**src/rtl/ascii_pkg.sv**
```systemverilog
`default_nettype none
// ============================================================================
//  Module      : ascii_pkg
//  Description : Shared byte constants, mode encodings and FSM state type
//                for the ASCII line streamer and its nibble map.
//  Revision    : 1.0  initial release
// ============================================================================
package ascii_pkg;

    localparam logic [7:0] ASCII_CR   = 8'h0D;
    localparam logic [7:0] ASCII_LF   = 8'h0A;
    localparam logic [7:0] ASCII_SEMI = 8'h3B;
    localparam logic [7:0] ASCII_ZERO = 8'h30;
    localparam logic [7:0] ASCII_A    = 8'h41;

    localparam logic MODE_LEGACY = 1'b0;
    localparam logic MODE_HEX    = 1'b1;

    typedef enum logic [2:0] {
        ST_IDLE  = 3'd0,
        ST_DIGIT = 3'd1,
        ST_SEP   = 3'd2,
        ST_CR    = 3'd3,
        ST_LF    = 3'd4
    } streamer_state_t;

endpackage
`default_nettype wire

```
**src/rtl/ascii_nibble_map.sv**
```systemverilog
`default_nettype none
// ============================================================================
//  Module      : ascii_nibble_map
//  Description : Combinational 4-bit code -> ASCII byte table. Digits map to
//                '0'..'9' in both modes; A-F map to 'A'..'F' in hex mode or
//                to the legacy control/punctuation codes otherwise.
//  Revision    : 1.0  initial release
// ============================================================================
module ascii_nibble_map
    import ascii_pkg::*;
(
    input  logic [3:0] i_nibble,
    input  logic       i_mode,
    output logic [7:0] o_ascii
);

    // Table lookup: decimal digits shared, letters depend on mode
    always_comb begin
        o_ascii = ASCII_ZERO + {4'h0, i_nibble};
        if (i_nibble > 4'd9) begin
            if (i_mode == MODE_HEX) begin
                o_ascii = ASCII_A + {4'h0, i_nibble - 4'd10};
            end else begin
                case (i_nibble)
                    4'hC:    o_ascii = ASCII_CR;
                    4'hD:    o_ascii = ASCII_LF;
                    4'hE:    o_ascii = ASCII_SEMI;
                    4'hF:    o_ascii = 8'h46;
                    default: o_ascii = ASCII_CR;
                endcase
            end
        end
    end

endmodule
`default_nettype wire

```
**src/rtl/ascii_line_streamer.sv**
```systemverilog
`default_nettype none
// ============================================================================
//  Module      : ascii_line_streamer
//  Description : Serialises words of DIGITS nibbles into ASCII bytes (MSB
//                nibble first) with a separator between words and CR LF after
//                WORDS_PER_LINE words or on flush.
//                Optional macro ZERO_SUPPRESS_EN skips leading zero nibbles
//                (the last nibble is always emitted).
//  Revision    : 1.0  initial release
// ============================================================================
module ascii_line_streamer
    import ascii_pkg::*;
#(
    parameter int         DIGITS         = 4,
    parameter int         WORDS_PER_LINE = 8,
    parameter logic [7:0] SEP_CHAR       = 8'h3B
) (
    input  logic                  clk,
    input  logic                  rst_n,
    input  logic                  mode,
    input  logic                  in_valid,
    output logic                  in_ready,
    input  logic [4*DIGITS-1:0]   in_data,
    input  logic                  flush,
    output logic                  out_valid,
    input  logic                  out_ready,
    output logic [7:0]            out_byte,
    output logic                  busy
);

    localparam int         DW        = 4 * DIGITS;
    localparam logic [2:0] LAST_IDX  = 3'(DIGITS - 1);
    localparam logic [7:0] LINE_LAST = 8'(WORDS_PER_LINE - 1);

    streamer_state_t state_q, state_d;
    logic [2:0]      idx_q, idx_d;
    logic [7:0]      wcnt_q, wcnt_d;
    logic            flush_pend_q, flush_pend_d;
    logic [DW-1:0]   data_q, data_d;
    logic            mode_q, mode_d;
    logic [7:0]      out_byte_q, out_byte_d;
    logic            out_valid_q, out_valid_d;

    logic [2:0]      start_idx;
    logic [3:0]      cur_nibble;
    logic [7:0]      cur_ascii;
    logic            accept_in;
    logic            accept_out;

    assign in_ready   = (state_q == ST_IDLE) && rst_n;
    assign accept_in  = in_valid && in_ready;
    assign accept_out = out_valid_q && out_ready;
    assign busy       = (state_q != ST_IDLE);
    assign out_valid  = out_valid_q;
    assign out_byte   = out_byte_q;

    // First nibble index to emit for an incoming word
    always_comb begin
`ifdef ZERO_SUPPRESS_EN
        start_idx = 3'd0;
        for (int i = 1; i < DIGITS; i++) begin
            if (in_data[4*i +: 4] != 4'h0) begin
                start_idx = 3'(i);
            end
        end
`else
        start_idx = LAST_IDX;
`endif
    end

    // Next-state logic: word latch, nibble index, word count, pending flush
    always_comb begin
        state_d      = state_q;
        idx_d        = idx_q;
        wcnt_d       = wcnt_q;
        flush_pend_d = flush_pend_q;
        data_d       = data_q;
        mode_d       = mode_q;

        if (flush && (state_q != ST_IDLE)) begin
            flush_pend_d = 1'b1;
        end

        case (state_q)
            ST_IDLE: begin
                if (accept_in) begin
                    data_d  = in_data;
                    mode_d  = mode;
                    idx_d   = start_idx;
                    state_d = ST_DIGIT;
                    if (flush) begin
                        flush_pend_d = 1'b1;
                    end
                end else if (flush && (wcnt_q != 8'd0)) begin
                    state_d = ST_CR;
                end
            end
            ST_DIGIT: begin
                if (accept_out) begin
                    if (idx_q != 3'd0) begin
                        idx_d = idx_q - 3'd1;
                    end else if ((wcnt_q == LINE_LAST) || flush_pend_q || flush) begin
                        state_d = ST_CR;
                    end else begin
                        wcnt_d  = wcnt_q + 8'd1;
                        state_d = ST_SEP;
                    end
                end
            end
            ST_SEP: begin
                if (accept_out) begin
                    state_d = ST_IDLE;
                end
            end
            ST_CR: begin
                if (accept_out) begin
                    state_d = ST_LF;
                end
            end
            ST_LF: begin
                if (accept_out) begin
                    wcnt_d       = 8'd0;
                    flush_pend_d = 1'b0;
                    state_d      = ST_IDLE;
                end
            end
            default: begin
                state_d = ST_IDLE;
            end
        endcase
    end

    // Nibble selected for the byte that will be presented next cycle
    assign cur_nibble = 4'(data_d >> {idx_d, 2'b00});

    ascii_nibble_map u_map (
        .i_nibble (cur_nibble),
        .i_mode   (mode_d),
        .o_ascii  (cur_ascii)
    );

    // Output byte is loaded for the state being entered (or re-held on stall)
    always_comb begin
        out_valid_d = 1'b1;
        out_byte_d  = 8'h00;
        case (state_d)
            ST_IDLE:  out_valid_d = 1'b0;
            ST_DIGIT: out_byte_d  = cur_ascii;
            ST_SEP:   out_byte_d  = SEP_CHAR;
            ST_CR:    out_byte_d  = ASCII_CR;
            ST_LF:    out_byte_d  = ASCII_LF;
            default:  out_valid_d = 1'b0;
        endcase
    end

    // State and output registers with synchronous active-low reset
    always_ff @(posedge clk) begin
        if (!rst_n) begin
            state_q      <= ST_IDLE;
            idx_q        <= 3'd0;
            wcnt_q       <= 8'd0;
            flush_pend_q <= 1'b0;
            data_q       <= '0;
            mode_q       <= MODE_LEGACY;
            out_byte_q   <= 8'h00;
            out_valid_q  <= 1'b0;
        end else begin
            state_q      <= state_d;
            idx_q        <= idx_d;
            wcnt_q       <= wcnt_d;
            flush_pend_q <= flush_pend_d;
            data_q       <= data_d;
            mode_q       <= mode_d;
            out_byte_q   <= out_byte_d;
            out_valid_q  <= out_valid_d;
        end
    end

endmodule
`default_nettype wire

```
**config.mk**
```make
export PLATFORM = sky130hd
export DESIGN_NAME = ascii_line_streamer
export DESIGN_NICKNAME = d
export VERILOG_FILES = /design/src/rtl/ascii_pkg.sv /design/src/rtl/ascii_nibble_map.sv /design/src/rtl/ascii_line_streamer.sv
export SDC_FILE = /design/constraint.sdc
export NUM_CORES = 1
export LEC_CHECK = 0
export CORE_MARGIN = 2
export CORE_UTILIZATION = 54
export DETAILED_ROUTE_END_ITERATION = 7
export GPL_ROUTABILITY_DRIVEN = 1
export GPL_TIMING_DRIVEN = 0
export PLACE_DENSITY = 0.79
export SLEW_MARGIN = 10
export SYNTH_ARGS = -nofsm -noshare
export SYNTH_HDL_FRONTEND = slang
export SYNTH_SLANG_ARGS = --single-unit
```
**constraint.sdc**
```tcl
create_clock -name clk -period 3.6 [get_ports clk]
set_input_delay 0.72 -clock clk [delete_from_list [all_inputs] [get_ports clk]]
set_output_delay 0.72 -clock clk [all_outputs]
set_load 0.005 [all_outputs]
```
Word-level counts from Yosys, hierarchy flattened
Index checks and enable logic that the tools add are counted.

operators by class
  add/sub/neg operators = 5
  $lt $le $gt $ge = 1
  reduce and logical (&&, ||, !) cells = 15
  shift-type cells = 1
  multiplexer cells = 31
  equal/unequal tests = 16

operators with widths
  kind                                                  count
  2-to-1 mux 8 bit                                      6
  2-to-1 mux 16 bit                                     2
  case mux 8 bit (4 select lines)                       1
  2-to-1 mux 3 bit                                      9
  case mux 7 bit (3 select lines)                       1
  case mux 8 bit (2 select lines)                       1
  >> shifter 16 x 5 -> 4 bit                            1
  equality test 3 x 2 -> 1 bit (second input constant)  4
  equality test 4 bit (second input constant)           3
  case mux 3 bit (4 select lines)                       1
  adder 7 x 4 -> 8 bit (first input constant)           1
  adder 8 x 1 -> 8 bit (second input constant)          1
  equality test 8 x 3 -> 1 bit (second input constant)  1
  2-to-1 mux 1 bit                                      8
  != test 2 bit (second input constant)                 4
  nonzero test 8 bit                                    1
  adder 6 x 4 -> 7 bit (first input constant)           1
  equality test 3 x 1 -> 1 bit (second input constant)  2
  equality test 3 bit (second input constant)           2
  case mux 3 bit (2 select lines)                       1
  nonzero test 3 bit                                    2
  logical AND 1 bit                                     5
  AND reduction 5 bit                                   1
  > comparator 4 bit (second input constant)            1
  8 further kinds                                       9

word-level totals
  word-level logic and storage cells = 77
  output and inout bits = 11
  input bits = 22
  bits in registers = 41

Depth between registers and ports, before layout
Gate-level depths: netlist of run 1.

  word-level depth = 11
  gate-level depth with buffers = 15

By module
From an unflattened synthesis of run 1, not the netlist that was laid out.

unflattened totals
  cells, all modules = 281
  area, all modules = 2337.2 sq um

modules (own cells, without submodules)
  module               cells each  area each (sq um)  instances  seq. area each (sq um)
  ascii_line_streamer  239         2004.4             1          820.8
  ascii_nibble_map     42          332.8              1          0.0

Worst setup path before layout of run 1
Ideal clock, no wire load.

  kind = register to register
  start = register idx_q[0]
  end = register out_byte_q[4] (netlist: out_byte[4])
  arrival time = 3062 ps
  path buffers = 0
  required time = 3530 ps
  cell stages (with the launch flop) = 14
  setup slack = 467 ps
  cells stage by stage = dfxtp_1 -> inv_1 -> ha_1 -> and2b_4 -> or4_4 -> nand3_2 -> nor2_1 -> a211o_1 -> o2111ai_1 -> ha_1 -> nor2_1 -> o211a_1 -> a311oi_2 -> o21bai_1

between the ends
  cells in the longest elaborated chain, start to end = 10
  elaborated cells between the ends (all ways) = 25

RTL lines
  item                                                                     RTL line                                                RTL
  from (decl)                                                              ascii_line_streamer.sv:36                               logic [2:0] idx_q, idx_d;
  from (signal assigned)                                                   ascii_line_streamer.sv:169                              idx_q <= idx_d;
  subtractor 3 x 1 -> 3 bit or nonzero test 3 bit (tied branches)          ascii_line_streamer.sv:101, ascii_line_streamer.sv:100
  2-to-1 mux 3 bit                                                         ascii_line_streamer.sv:100                              if (idx_q != 3'd0) begin
  2-to-1 mux 3 bit                                                         ascii_line_streamer.sv:99                               if (accept_out) begin
  case mux 3 bit (2 select lines)                                          ascii_line_streamer.sv:84                               case (state_q)
  >> shifter 16 x 5 -> 4 bit                                               ascii_line_streamer.sv:134                              assign cur_nibble = 4'(data_d >> {idx_d, 2'b00});
  subtractor 4 bit or equality test 4 bit (tied branches)                  ascii_nibble_map.sv:22, ascii_nibble_map.sv:24
  adder 7 x 4 -> 8 bit or case mux 7 bit (3 select lines) (tied branches)  ascii_nibble_map.sv:22, ascii_nibble_map.sv:24
  2-to-1 mux 8 bit                                                         ascii_nibble_map.sv:21                                  if (i_mode == MODE_HEX) begin
  2-to-1 mux 8 bit                                                         ascii_nibble_map.sv:20                                  if (i_nibble > 4'd9) begin
  case mux 8 bit (4 select lines) (*)                                      ascii_line_streamer.sv:146                              case (state_d)
  to (signal assigned)                                                     ascii_line_streamer.sv:174                              out_byte_q <= out_byte_d;
  to (decl)                                                                ascii_line_streamer.sv:41                               logic [7:0] out_byte_q, out_byte_d;

Every way passes the cells marked *; elsewhere a longest branch is shown, timed or not.
A chain may end at the register's enable or synchronous reset.

Worst setup path after layout of run 1
  start = register idx_q[0]
  end = register out_byte_q[0] (netlist: out_byte[0])

The elaborated chain is that of the path after synthesis.

==> reports/metrics.yaml, run 1 <==
wl_met1_microns: 2480
power.density_nw_per_um2: 405
maxSlewViolCount: 0
drive_above_1_share_pct: 16.2
clock_latency_ns: 0.30
top_layer_used: "met4"
synth_flop_cell: "dfxtp_1"
min_delay_path_depth: 2
tightest_slew_ns: 0.750
clockBufferDepth: 2
die_h_microns: 69.7
final_common_cell: "nand2_1"
cp_max_fo: 9
rr_worst_depth: 15
holdPathEnd: "data_q[8]"
clk_pin_slew_ns: 0.08
gp_congestion: 0.948
fin_crit_ns: 3.34
initial_core_util_pct: 57.1
cts_inserted_buffers: 5
yosys_warnings: 0
required_ns: 3.78
p_leak_uw: 0.00118
rsz0062_at_grt: "no"
ys_ff_latch: 40
wl_microns: 5660
antenna_left: 0
cts_tree: "built"
critical_path_arrival_ns: 3.52
io_buffers: 30
vias: 2113
maxCapViolCount: 0
status: "complete, no violations"
rows: 23
rr_startpoint: "idx_q[0]"
synth_edf_count: 0
finish.utilization_pct: 71.5
hold_violations: 0
wl_met3_microns: 289
grt_overflow_total: 0
setup_slack_ns: 0.263
ctsHtreeMaxLevel: 2
core_sq_um: 4090
hp-start: "data_q[8]"
grt_start_max_net_pins: 13
die_area_sq_um: 4860
max_freq_ghz: 0.300
crit_start: "idx_q[0]"
ir_drop_v: 0.000279
rr_endpoint: "out_byte[0]"
grt_pass1_vias: 2042
grt_pass1_wl_microns: 9690
vias_per_cell: 5.80
end_kind: "flop"
syn-cell-area_sq_um: 2330
seq_area_frac_synth_pct: 34.3
num-nets-final: 346
setup_tns_ns: 0
die_w_microns: 69.7
maxSlewHeadroom_pct: 50.0
hpwl_microns: 3880
syn_inst: 271
cts_sinks: 40
synthArstFlopShare_pct: 0
startpoint_type: "flop"
io_pins: 33
drtPass1Iterations: 4
wl_per_cell_microns: 15.6
final_cell_mix: "nand2_1, dfxtp_1, clkdlybuf4s50_1, a21oi_1, nor2_1"
syn_to_final_growth_pct: 25.3
setup_viol_count_final: 0
grt_util_all_layers_pct: 24.5
antenna_cells: 0
crit_type: "flop to flop"
ff2ff_setup_slack_ns: 0.26
syn_nets: 303
finClkSkew_ns: 0.00954
antenna_found_initial: 0
ys_types: 66
route.detailed.drc: 0
drt_iter0_drc: 175
hold_path.class: "flop to flop"
met2_wirelength_microns: 2800
syn_avg_cell_area_sq_um: 8.61
pre_cts_ws_ns: -0.511
min_period_over_period_pct: 92.7
clock-root-buffer: "clkbuf_8"
[layer usage]
layer	global-route usage [%]	vias to the layer above
li1	-	1053
met1	32.2	982
met2	40.5	68
met3	4.80	10
met4	7.91	0
met5	0	-
[worst max-delay path, cell delays in order, from the launching register on]
cell	delay, ns
dfxtp_1	0.40
inv_1	0.09
ha_1	0.24
and2b_4	0.21
or4_4	0.53
nand3_4	0.17
mux2i_1	0.10
o22a_2	0.28
inv_1	0.18
ha_2	0.24
buf_4	0.12
nor2_1	0.04
nor2_1	0.15
a31oi_1	0.10
o32ai_1	0.28
a31oi_1	0.09
[cell families (layout without fill, tap and decap cells)]
kind of cell               count (synthesis)  after routing  share of synthesized area (%)
AOI/OAI and AO/OA                         68             68                           22.6
buffers and inverters                     27             70                           5.04
adders and majority gates                 10             10                           5.36
muxes                                      9              9                           4.13
DFF                                       40             40                           34.3
xor gates and xnor gates                   6              6                           2.25
and+or+nand+nor                          110            110                           26.1
other                                      1              1                          0.161
[cell type report]
cell class | instances | area [sq um]
plain buffers | 10 | 53.8
well taps | 50 | 62.6
inverters | 16 | 60.1
repair buffers | 37 | 355
clock inverters | 2 | 60.1
flip-flops and latches | 40 | 801
clock buffers | 5 | 68.8
fillers | 335 | 1160
multi-input cells | 204 | 1460
[state kept, by name, summed over array words and instances, names as in the netlist]
| name | count |
|---|---|
| wcnt_q | 8 |
| data_q | 16 |
| idx_q | 3 |
| flush_pend_q | 1 |
| state_q | 3 |
| out_valid | 1 |
| out_byte | 7 |
| mode_q | 1 |
[stage by stage]
step / hold slack (ns) / total power [uW] / cell area [sq um] / cells
finish: 0.458 / 1180 / 2920 / 364
global route: 0.482 / 1220 / 2920 / 364
detailed placement: 0.446 / 728 / 2700 / 351
CTS: 0.458 / 1170 / 2870 / 361
global placement: 0.442 / 721 / 2700 / 351
floorplan: 0.432 / 648 / 2330 / 271
[report_power, final]
part / internal (uW) / switching [uW]
clock: 273 / 161
combinational: 125 / 146
sequential: 463 / 13.5
total: 862 / 320
[worst max path at each step]
stage                             end  slack (ns)  depth (start not counted)
final                     out_byte[0]        0.26                         15
after global routing      out_byte[2]        0.08                         13
after CTS                 out_byte[3]      0.0005                         13
after detailed placement  out_byte[4]       -0.51                         12
after global placement    out_byte[4]       -0.44                         12
after floorplan           out_byte[4]        0.47                         13
[synth_stat cells, types with 5 or more instances]
cell type,number,area (sq um)
a21oi_1,20,100
a31oi_1,6,37.5
and2_1,6,37.5
and3_1,5,31.3
clkbuf_1,6,22.5
dfxtp_1,40,801
ha_1,10,125
inv_1,15,56.3
mux2i_1,6,60.1
nand2_1,47,176
nand4_1,7,43.8
nor2_1,17,63.8
o21ai_0,6,30.0
xor2_1,6,52.6
[timing repair]
| item | in CTS | in global routing |
|---|---|---|
| hold buffers | 0 | 0 |
| buffers inserted | 3 | 4 |
| resized for setup | 6 | 5 |
| pin swaps | 1 | 2 |
| setup endpoints to repair | 7 | 6 |
Power figures use the tool's default switching activity.
==> run 2, diff against run 1 <==
- HOLD_SLACK_MARGIN: default -> 0.06
- SETUP_SLACK_MARGIN: default -> 0.3
==> run 2 against run 1 <==
Clock power grew 1%. Sequential power hardly changed. Critical path depth stayed put. Sequential cell count unchanged. Global-route usage hardly changed. Routed wire length rose by 13%. Setup slack gained 0.0013 ns. Die area stayed put. First-iteration DRC count increased by 41%. Largest power group unchanged. Highest routed layer unchanged.
==> reports/metrics.yaml, run 2 (synthesis results as in run 1) <==
status: "complete, no violations"
ctsHtreeMaxLevel: 2
vias: 2310
grt_pass1_vias: 2098
setup_viol_count_final: 0
finClkSkew_ns: 0.00965
clk_pin_slew_ns: 0.08
drtPass1Iterations: 6
hold_violations: 0
grt_start_max_net_pins: 13
drive_above_1_share_pct: 22.0
core_sq_um: 4090
crit_chain: "inv_1 > ha_2 > and2b_4 > or4_4 > nand3_4 > o211ai_1 > o22a_1 > inv_2 > buf_4 > ha_1 > nor2_1 > nor2_1 > a31oi_1 > o32ai_1 > a31oi_1"
grt_util_all_layers_pct: 24.5
grt_overflow_total: 0
power_uw: 1230
drt_iter0_drc: 247
cp_top_family: "simple AND/OR/NAND/NOR gates"
maxSlewViolCount: 0
die_h_microns: 69.7
min_delay_path_depth: 2
antenna_cells: 0
fin_crit_ns: 3.34
power.density_nw_per_um2: 403
top_layer_used: "met4"
pre_cts_ws_ns: -0.511
cts_inserted_buffers: 5
cp_max_fo: 6
met2_wirelength_microns: 3040
clock_latency_ns: 0.30
wl_microns: 6390
hpwl_microns: 3880
slowest_delay_ns: 0.54
vias_per_cell: 6.13
gp_congestion: 0.948
max_flop_register: "data_q"
grt_pass1_wl_microns: 9740
min_period_over_period_pct: 92.6
wl_per_cell_microns: 16.9
critPathBufInv: 3
maxCapViolCount: 0
syn_to_final_growth_pct: 31.2
num-nets-final: 359
worst-path-stages: 15
wl_met1_microns: 2560
rsz0062_at_grt: "no"
clockBufferDepth: 2
final_cell_mix: "nand2_1, dfxtp_1, clkdlybuf4s50_1, buf_4, a21oi_1"
route.detailed.drc: 0
initial_core_util_pct: 57.1
largest_reg_flops: 16
critical_path_arrival_ns: 3.52
rows: 23
final_common_cell: "nand2_1"
whs_ns: 0.459
cts_sinks: 40
crit_type: "flop to flop"
setup_slack_ns: 0.265
io_buffers: 30
io_pins: 33
antenna_found_initial: 0
hold_path.class: "flop to flop"
max_freq_ghz: 0.300
die_w_microns: 69.7
slowest_stage: "or4_4"
tightest_slew_ns: 0.881
setup_tns_ns: 0
cts_tree: "built"
ir_drop_v: 0.000264
rr_worst_depth: 15
end_kind: "flop"
startpoint_type: "flop"
p_leak_uw: 0.00124
wl_met3_microns: 498
antenna_left: 0
die_area_sq_um: 4860
maxSlewHeadroom_pct: 41.3
required_ns: 3.78
clock-root-buffer: "clkbuf_8"
ctsHoldBuffers: 0
==> run 2: per-stage QoR <==
step	instance area [sq um]	std cells	utilization [%]
floorplan	2330	271	-
global placement	2700	351	66.0
detailed placement	2700	351	66.0
CTS	2940	368	71.8
global route	3060	377	74.9
finish	3060	377	74.9
==> run 2: layout make-up <==
class	count	area, sq um
multi-input cells	204	1510
fillers	308	1030
flip-flops and latches	40	806
repair buffers	49	437
clock buffers	5	68.8
well taps	50	62.6
clock inverters	2	60.1
inverters	16	60.1
plain buffers	11	58.8
==> run 2: timing repair <==
item / in CTS / in global routing
setup endpoints to repair: 7 / 5
pin swaps: 5 / 5
endpoints found under the hold margin: 0 / 0
buffers inserted: 10 / 9
resized for setup: 11 / 16
==> run 2: final timing paths <==
kind	start	endpoint	slack [ns]
hold / removal	data_q[0]	data_q[0]	0.46
hold reg to reg	data_q[0]	data_q[0]	0.46
setup / recovery	idx_q[0]	out_byte[0]	0.26
setup reg to reg	idx_q[0]	out_byte[0]	0.26
==> run 2: worst register-to-register path, cell delays in order (launching register included) <==
cell	delay, ns
dfxtp_4	0.37
inv_1	0.06
ha_2	0.19
and2b_4	0.19
or4_4	0.54
nand3_4	0.18
o211ai_1	0.12
o22a_1	0.26
inv_2	0.13
buf_4	0.12
ha_1	0.22
nor2_1	0.09
nor2_1	0.19
a31oi_1	0.13
o32ai_1	0.35
a31oi_1	0.09
==> run 2: layer usage <==
layer	global-route usage, %	up-vias
li1	-	1076
met1	31.2	1062
met2	40.7	136
met3	5.09	36
met4	9.19	0
met5	0	-
==> run 2: report_power, final <==
group / switching (uW) / internal (uW) / total [uW]
clock network: 166 / 273 / 439
logic: 168 / 149 / 316
registers: 14.0 / 463 / 477
total: 348 / 885 / 1230
==> run 3, diff against run 2 <==
- MAX_ROUTING_LAYER: default -> met4
==> run 3 against run 2 <==
Via count fell by 6.7%. Clock-buffer cell count did not move. Final area fell by 0.41%. Routed wire length fell by 4.8%. First-iteration DRC count fell by 19%. Total power fell by 4.7%. Clock skew rose by 0.00062 ns. Largest cell class unchanged. Largest power group unchanged.
==> reports/metrics.yaml, run 3 (synthesis results as in run 1) <==
status: "complete, no violations"
clockBufferDepth: 2
syn_to_final_growth_pct: 30.7
required_ns: 3.78
min_delay_path_depth: 2
startpoint_type: "flop"
tightest_slew_ns: 0.870
hpwl_microns: 3970
grt_overflow_total: 0
maxCapViolCount: 0
max_flop_register: "data_q"
final_common_cell: "nand2_1"
rr_endpoint: "out_byte[0]"
clk_pin_slew_ns: 0.09
fillers: 294
core_sq_um: 4090
crit_type: "flop to flop"
vias_per_cell: 5.76
ctsHtreeMaxLevel: 2
rr_startpoint: "idx_q[0]"
power.density_nw_per_um2: 386
ff2ff_setup_slack_ns: 0.40
rsz0062_at_grt: "no"
clock-root-buffer: "clkbuf_8"
antenna_found_initial: 0
power_uw: 1180
initial_core_util_pct: 57.1
final_cell_mix: "nand2_1, dfxtp_1, clkdlybuf4s50_1, a21oi_1"
num-nets-final: 355
wl_per_cell_microns: 16.3
final_cell_area_sq_um: 3050
clock_latency_ns: 0.30
cts_sinks: 40
finClkSkew_ns: 0.0103
drtPass1Iterations: 4
critical_path_arrival_ns: 3.38
setup_tns_ns: 0
largest_reg_flops: 16
die_area_sq_um: 4860
wl_microns: 6080
cts_tree: "built"
io_pins: 33
setup_viol_count_final: 0
grt_util_all_layers_pct: 25.7
fin_crit_ns: 3.20
die_w_microns: 69.7
ir_drop_v: 0.000302
maxSlewHeadroom_pct: 42.0
crit_start: "idx_q[0]"
antenna_left: 0
hold_violations: 0
antenna_cells: 0
io_buffers: 30
maxSlewViolCount: 0
cp-endpoint: "out_byte[0]"
grt_pass1_vias: 2106
gp_congestion: 0.967
drive_above_1_share_pct: 21.3
hold_path.class: "flop to flop"
cts_inserted_buffers: 5
drt_iter0_drc: 201
finish.utilization_pct: 74.6
p_leak_uw: 0.00122
max_freq_ghz: 0.312
route.detailed.drc: 0
place_area_sq_um: 2700
rows: 23
grt_start_max_net_pins: 14
rr_worst_depth: 14
min_period_over_period_pct: 88.9
vias: 2155
ctsHoldBuffers: 0
end_kind: "flop"
die_h_microns: 69.7
cp_max_fo: 6
grt_pass1_wl_microns: 9850
## run 3: per-stage QoR
step | std cells | worst slack, ns | hold WS [ns]
2_1_floorplan | 271 | 0.467 | 0.432
3_3_place_gp | 351 | -0.442 | 0.442
3_5_place_dp | 351 | -0.524 | 0.445
4_1_cts | 365 | 0.342 | 0.457
5_1_grt | 374 | 0.265 | 0.477
6_report | 374 | 0.398 | 0.452
## run 3: final cells by class
| class | instances | area [sq um] | area share (%) |
|---|---|---|---|
| Timing Repair Buffer | 45 | 419 | 13.8 |
| Buffer | 11 | 58.8 | 1.93 |
| Tap cell | 50 | 62.6 | 2.05 |
| Inverter | 16 | 60.1 | 1.97 |
| Sequential cell | 40 | 803 | 26.4 |
| Multi-Input combinational cell | 204 | 1530 | 50.3 |
| Clock buffer | 5 | 68.8 | 2.26 |
| Clock inverter | 3 | 42.5 | 1.40 |
## run 3: worst min path at each step
| stage | slack [ns] | from | endpoint |
|---|---|---|---|
| after floorplan | 0.43 | data_q[11] | data_q[11] |
| after global placement | 0.44 | data_q[3] | data_q[3] |
| after detailed placement | 0.45 | data_q[3] | data_q[3] |
| after CTS | 0.46 | data_q[3] | data_q[3] |
| after global routing | 0.48 | data_q[3] | data_q[3] |
| final | 0.45 | data_q[3] | data_q[3] |
## run 3: power by group
group	internal (uW)	switching (uW)	leakage (uW)
logic	154	168	0.000835
clock network	205	171	0.0000541
registers	463	13.1	0.000326
## run 3: metal layers
metal  GRT usage, %  vias up  wire length, microns
li1               -     1066                     -
met1           31.7     1018                  2680
met2           43.1       65                  3030
met3           4.51        6                   325
met4           7.91        0                    44
met5              -        -                     0
## run 3: what timing repair did
item | CTS | global route
buffers inserted | 6 | 9
resized for setup | 13 | 15
endpoints found under the setup margin | 7 | 7
pin swaps | 3 | 5
## run 3: critical path: stages (launching register included)
cell	delay (ns)
dfxtp_2	0.33
inv_1	0.07
ha_4	0.17
and2b_4	0.19
or4_4	0.55
nand3_4	0.18
o211ai_1	0.10
o22a_2	0.26
inv_1	0.21
ha_1	0.29
nor2_1	0.08
nor2_1	0.16
a31oi_1	0.12
o32ai_1	0.28
a31oi_1	0.10
